`config.mk`:
```
export PLATFORM = sky130hd
export DESIGN_NAME = id_ex_hazard
export DESIGN_NICKNAME = d
export VERILOG_FILES = /design/src/rtl/id_ex_hazard.sv
export SDC_FILE = /design/constraint.sdc
export NUM_CORES = 1
export LEC_CHECK = 0
export ABC_AREA = 1
export CAP_MARGIN = 30
export CORE_ASPECT_RATIO = 1.5
export CORE_UTILIZATION = 42
export DETAILED_ROUTE_END_ITERATION = 8
export GPL_ROUTABILITY_DRIVEN = 0
export PLACE_DENSITY = 0.8
export SLEW_MARGIN = 20
export SYNTH_ARGS = -nofsm -noshare
export SYNTH_HDL_FRONTEND = slang
export SYNTH_SLANG_ARGS = --single-unit
```
`constraint.sdc`:
```
create_clock -name clk -period 1.7 [get_ports clk]
set_input_delay 0.255 -clock clk [delete_from_list [all_inputs] [get_ports clk]]
set_output_delay 0.255 -clock clk [all_outputs]
set_load 0.02 [all_outputs]
```
`src/rtl/id_ex_hazard.sv`:
```
// ID/EX pipeline register with load-use stall detection, branch flush and
// memory-hold freeze. Flushes arriving during a hold are remembered and applied on release.
module id_ex_hazard (
    input  logic        clk,
    input  logic        rst_n,
    input  logic        id_valid,
    input  logic [4:0]  id_rs,
    input  logic [4:0]  id_rt,
    input  logic [4:0]  id_rd,
    input  logic [31:0] id_rs_data,
    input  logic [31:0] id_rt_data,
    input  logic [31:0] id_imm,
    input  logic        id_regdst,
    input  logic        id_regwrite,
    input  logic        id_memread,
    input  logic        id_memwrite,
    input  logic        id_memtoreg,
    input  logic        id_alusrc,
    input  logic        id_uses_rt,
    input  logic [3:0]  id_aluop,
    input  logic        ex_flush,
    input  logic        mem_hold,
    output logic        ex_valid,
    output logic [4:0]  ex_rs,
    output logic [4:0]  ex_rt,
    output logic [4:0]  ex_rd,
    output logic [31:0] ex_rs_data,
    output logic [31:0] ex_rt_data,
    output logic [31:0] ex_imm,
    output logic        ex_regdst,
    output logic        ex_regwrite,
    output logic        ex_memread,
    output logic        ex_memwrite,
    output logic        ex_memtoreg,
    output logic        ex_alusrc,
    output logic [3:0]  ex_aluop,
    output logic        pc_write,
    output logic        ifid_write,
    output logic [15:0] stall_cnt,
    output logic        flush_pending,
    output logic [0:0]  dbg_state_o
);

    localparam logic [0:0] ST_RUN  = 1'b0;
    localparam logic [0:0] ST_HOLD = 1'b1;

    typedef struct packed {
        logic        valid;
        logic [4:0]  rs;
        logic [4:0]  rt;
        logic [4:0]  rd;
        logic [31:0] rs_data;
        logic [31:0] rt_data;
        logic [31:0] imm;
        logic        regdst;
        logic        regwrite;
        logic        memread;
        logic        memwrite;
        logic        memtoreg;
        logic        alusrc;
        logic [3:0]  aluop;
    } idex_t;

    logic [0:0]  state_q, state_d;
    logic        flush_pending_q, flush_pending_d;
    logic [15:0] stall_cnt_q, stall_cnt_d;
    idex_t       ex_q, ex_d, id_pkt;
    logic        lu, fl;

    // An invalid ID slot still carries its operands but never any side-effecting control.
    always_comb begin
        id_pkt          = '0;
        id_pkt.valid    = id_valid;
        id_pkt.rs       = id_rs;
        id_pkt.rt       = id_rt;
        id_pkt.rd       = id_rd;
        id_pkt.rs_data  = id_rs_data;
        id_pkt.rt_data  = id_rt_data;
        id_pkt.imm      = id_imm;
        id_pkt.regdst   = id_regdst   & id_valid;
        id_pkt.regwrite = id_regwrite & id_valid;
        id_pkt.memread  = id_memread  & id_valid;
        id_pkt.memwrite = id_memwrite & id_valid;
        id_pkt.memtoreg = id_memtoreg & id_valid;
        id_pkt.alusrc   = id_alusrc   & id_valid;
        id_pkt.aluop    = id_valid ? id_aluop : 4'd0;
    end

    assign lu = ex_q.valid & ex_q.memread & (ex_q.rt != 5'd0) & id_valid &
                ((ex_q.rt == id_rs) | (id_uses_rt & (ex_q.rt == id_rt)));
    assign fl = ex_flush | flush_pending_q;

    // pc_write/ifid_write are enables, not a handshake: high means the front end
    // may advance this cycle; they are purely combinational from state and inputs.
    always_comb begin
        state_d         = mem_hold ? ST_HOLD : ST_RUN;
        flush_pending_d = flush_pending_q;
        stall_cnt_d     = stall_cnt_q;
        ex_d            = ex_q;
        pc_write        = 1'b0;
        ifid_write      = 1'b0;
        if (mem_hold) begin
            flush_pending_d = flush_pending_q | ex_flush;
        end else begin
            flush_pending_d = 1'b0;
            if (fl) begin
                ex_d       = '0;
                pc_write   = 1'b1;
                ifid_write = 1'b1;
            end else if (lu) begin
                ex_d = '0;
                if (stall_cnt_q != 16'hFFFF) begin
                    stall_cnt_d = stall_cnt_q + 16'd1;
                end
            end else begin
                ex_d       = id_pkt;
                pc_write   = 1'b1;
                ifid_write = 1'b1;
            end
        end
        if (!rst_n) begin
            pc_write   = 1'b0;
            ifid_write = 1'b0;
        end
    end

    always_ff @(posedge clk or negedge rst_n) begin
        if (!rst_n) begin
            state_q         <= ST_RUN;
            flush_pending_q <= 1'b0;
            stall_cnt_q     <= 16'd0;
            ex_q            <= '0;
        end else begin
            state_q         <= state_d;
            flush_pending_q <= flush_pending_d;
            stall_cnt_q     <= stall_cnt_d;
            ex_q            <= ex_d;
        end
    end

    assign ex_valid      = ex_q.valid;
    assign ex_rs         = ex_q.rs;
    assign ex_rt         = ex_q.rt;
    assign ex_rd         = ex_q.rd;
    assign ex_rs_data    = ex_q.rs_data;
    assign ex_rt_data    = ex_q.rt_data;
    assign ex_imm        = ex_q.imm;
    assign ex_regdst     = ex_q.regdst;
    assign ex_regwrite   = ex_q.regwrite;
    assign ex_memread    = ex_q.memread;
    assign ex_memwrite   = ex_q.memwrite;
    assign ex_memtoreg   = ex_q.memtoreg;
    assign ex_alusrc     = ex_q.alusrc;
    assign ex_aluop      = ex_q.aluop;
    assign stall_cnt     = stall_cnt_q;
    assign flush_pending = flush_pending_q;
    assign dbg_state_o   = state_q;

endmodule
```
==> out/qor.csv <==
stage,metric,value,unit
status,outcome,"finished, violations left",
status,violations,"hold timing, setup timing",
floorplan,ios,269,
clock_network,clock_path_buffers,2,
sta,fin_ws,-0.258,ns
layout,fin_area,0.00975,mm²
place,dp.cells,1167,
sta,post-route-period-util,115,%
route,vias,5777,
place,dp_hpwl,12100,µm
layout,final_cells,1204,
sta,max-slew-margin-rel,48.6,%
sta,slew_viol_final,0,
worst_setup_path,crit_fanout,4,
sta,hold_ws,-0.0440,ns
clock_network,cts_sinks,140,
worst_setup_path,r2r_start,ex_rt[0]$_DFFE_PN0N_,
yosys,syn_inst,719,
floorplan,start_util,43.2,%
yosys,synth-seq-cells,140,
yosys,synth_commonest_cells,"nand2_1, dfrtp_1, nand3_1, nor2_1, inv_1",
floorplan,core_area,0.0141,mm²
worst_setup_path,critPathKind,register to output port,
place,preCtsSetupSlack,-0.665,ns
route,drtAntennaViolNets,0,
grt,use_met3,5.93,%
sta,worstMarginPinSlew,0.771,ns
place,port_buffers,268,
sta,fmax,511,MHz
floorplan,die_h,150,µm
yosys,syn-num-nets,847,
pwr,pwr_density_cell,930,mW/mm²
yosys,ys.flop_type,dfrtp_1,
yosys,synth_edf_count,0,
yosys,yosysTopAreaCell,dfrtp_1,
grt,grt_usage,24.6,%
clock_network,clockRootBuffer,clkbuf_16,
job,maxCapViolCount,0,
route,firstDrtPassIters,4,
yosys,synth_cell_type_count,23,
route,post-route-drc-count,0,
clock_network,htreeDepth,4,
pwr,total_power,9.06,mW
grt,globalRouteMet2Util,43.6,%
worst_setup_path,timing.rr.end,ex_rt[1]$_DFFE_PN0N_,
worst_setup_path,cp.arrival,1.70,ns
yosys,ys_seq_area_share,57.5,%
worst_setup_path,rrSetupSlack,-0.08,ns
yosys,syn-cell-area,0.00610,mm²
pwr,vdd_ir_drop_max,0.512,mV
sta,setup_viol,94,
layout,final_layout_size_suffix_gt1_share,9.58,%
grt,use_met1,28.1,%
grt,antenna_found_initial,0,
clock_network,hold_buffers,0,
min_path,worst_hold_path_type,input port to asynchronous set/reset pin,
yosys,yosysWarnings,0,
route,drtIter0Drc,281,
yosys,synth_area_leaders,"dfrtp_1, nand2_1, nand3_1, buf_6, buf_2",
grt,grt_max_degree,141,
sta,fin_skew,0.00990,ns
place,dpl_cell_area,0.00907,mm²
pwr,p_leak,4.97,nW
grt,grt_pass1_vias,5723,
yosys,synth.avg_cell_area,8.48,µm²
grt,grt_busiest_layer,met2,
sta,hold_violations,63,
yosys,yosysTopAreaCellShare,57.5,%
layout,antennaDiodeCount,0,
sta,fin_tns_setup,-4.16,ns
clock_network,cts_tree,yes,
yosys,synth.most_common_cell,nand2_1,
layout,fin_util,69.0,%
worst_setup_path,cp.required,1.44,ns
route,routed_wl,18300,µm
layout,area_delta_synth_final,59.9,%
worst_setup_path,endpoint_kind,output port,
worst_setup_path,reg2reg_depth,11,
clock_network,cts.clk_slew.worst_paths,0.06,ns
grt,grt-ovfl-total,0,
floorplan,chipWidth,100,µm
grt,grt_pass1_wl,28500,µm
sta,rsz0062_at_grt,yes,
floorplan,die-area,0.0150,mm²
worst_setup_path,cp-start-kind,register,
clock_network,worst_skew_pair.late_latency,0.41,ns
route,avgRoutedWirePerCell,15.2,µm
layout,nNetsFinal,1127,
route,via_per_inst,4.80,
floorplan,placementRows,53,
yosys,synthArstFlopShare,100,%
clock_network,cts_buffers,17,
sta,fin_crit,1.96,ns
## registers in the layout (all words and copies together) (netlist names)
name	count
ex_regdst	1
dbg_state_o	1
flush_pending	1
stall_cnt	16
ex_memtoreg	1
ex_aluop	4
ex_valid	1
ex_alusrc	1
ex_imm	32
ex_memread	1
ex_rt_data	32
ex_rt	5
ex_rs_data	32
ex_rs	5
ex_memwrite	1
ex_rd	5
ex_regwrite	1
## routing by layer
metal	up-vias	wire, µm
met5	-	0
met4	0	505
met3	31	1010
met2	192	9510
met1	2711	7250
li1	2843	-
## critical path, cell delays in order, from the launching register on
cell and delay (ns):
dfrtp_2 0.42, inv_4 0.06, nand2_1 0.05, nand2_1 0.05, nor2_1 0.12, nand3_1 0.11
nand2_2 0.11, nand2_4 0.06, inv_2 0.05, nand2_2 0.04, nand3_2 0.06, inv_2 0.05
buf_6 0.12
## repair_timing
item,CTS,global route
cloned,1,0
buffers inserted,2,2
pin swaps,4,2
resized for setup,42,10
setup endpoints to repair,118,103
## cell families after synthesis
| kind of cell | count (synthesis) | synth area share (%) |
|---|---|---|
| AO/OA/AOI/OAI | 5 | 0.410 |
| XOR/XNOR | 15 | 2.16 |
| adder cells (fa/ha/maj) | 1 | 0.205 |
| buffers and inverters | 65 | 5.73 |
| flip-flops | 140 | 57.5 |
| AND/OR/NAND/NOR | 493 | 34.0 |
## worst max path at each step
stage                               startpoint          to  slack, ns
final                     ex_rt[2]$_DFFE_PN0N_  ifid_write      -0.26
after global routing      ex_rt[0]$_DFFE_PN0N_  ifid_write      -0.37
after CTS                 ex_rt[2]$_DFFE_PN0N_  ifid_write      -0.30
after detailed placement              id_rs[3]  ifid_write      -0.67
after global placement                id_rs[3]  ifid_write      -0.66
after floorplan           ex_rt[3]$_DFFE_PN0N_    pc_write      -0.02
## cell type report
class | instances | area (µm²)
Clock buffer | 19 | 433
Clock inverter | 13 | 191
Inverter | 23 | 90.1
Tap cell | 192 | 240
Timing Repair Buffer | 303 | 3030
Multi-Input combinational cell | 514 | 2260
Sequential cell | 140 | 3510
Fill cell | 1152 | 4380
## layout by cell type, fill, tap and decap left out, drive strengths merged
| master | synthesis | final |
|---|---|---|
| o21ai | 5 | 5 |
| clkdlybuf4s15 | 0 | 1 |
| bufinv | 0 | 4 |
| clkinvlp | 0 | 3 |
| buf | 31 | 41 |
| xor2 | 7 | 7 |
| inv | 23 | 24 |
| dlymetal6s2s | 0 | 4 |
| nand2 | 330 | 330 |
| dfrtp | 140 | 140 |
| nor2 | 22 | 22 |
| nor3 | 4 | 4 |
| nand4 | 5 | 5 |
| clkbuf | 11 | 20 |
| ha | 1 | 1 |
| nand3b | 1 | 1 |
| clkinv | 0 | 5 |
| xnor2 | 8 | 8 |
| dlygate4sd2 | 0 | 20 |
| nand3 | 131 | 131 |
| clkdlybuf4s50 | 0 | 236 |
## power breakdown
group,switching (mW),internal [mW],total (mW),leakage [nW]
clock,1.46,2.47,3.93,0.294
combinational,0.724,0.756,1.48,2.82
sequential,0.119,3.54,3.66,1.87
total,2.30,6.76,9.06,4.97
Note: power is estimated with default switching activity, not from simulation.
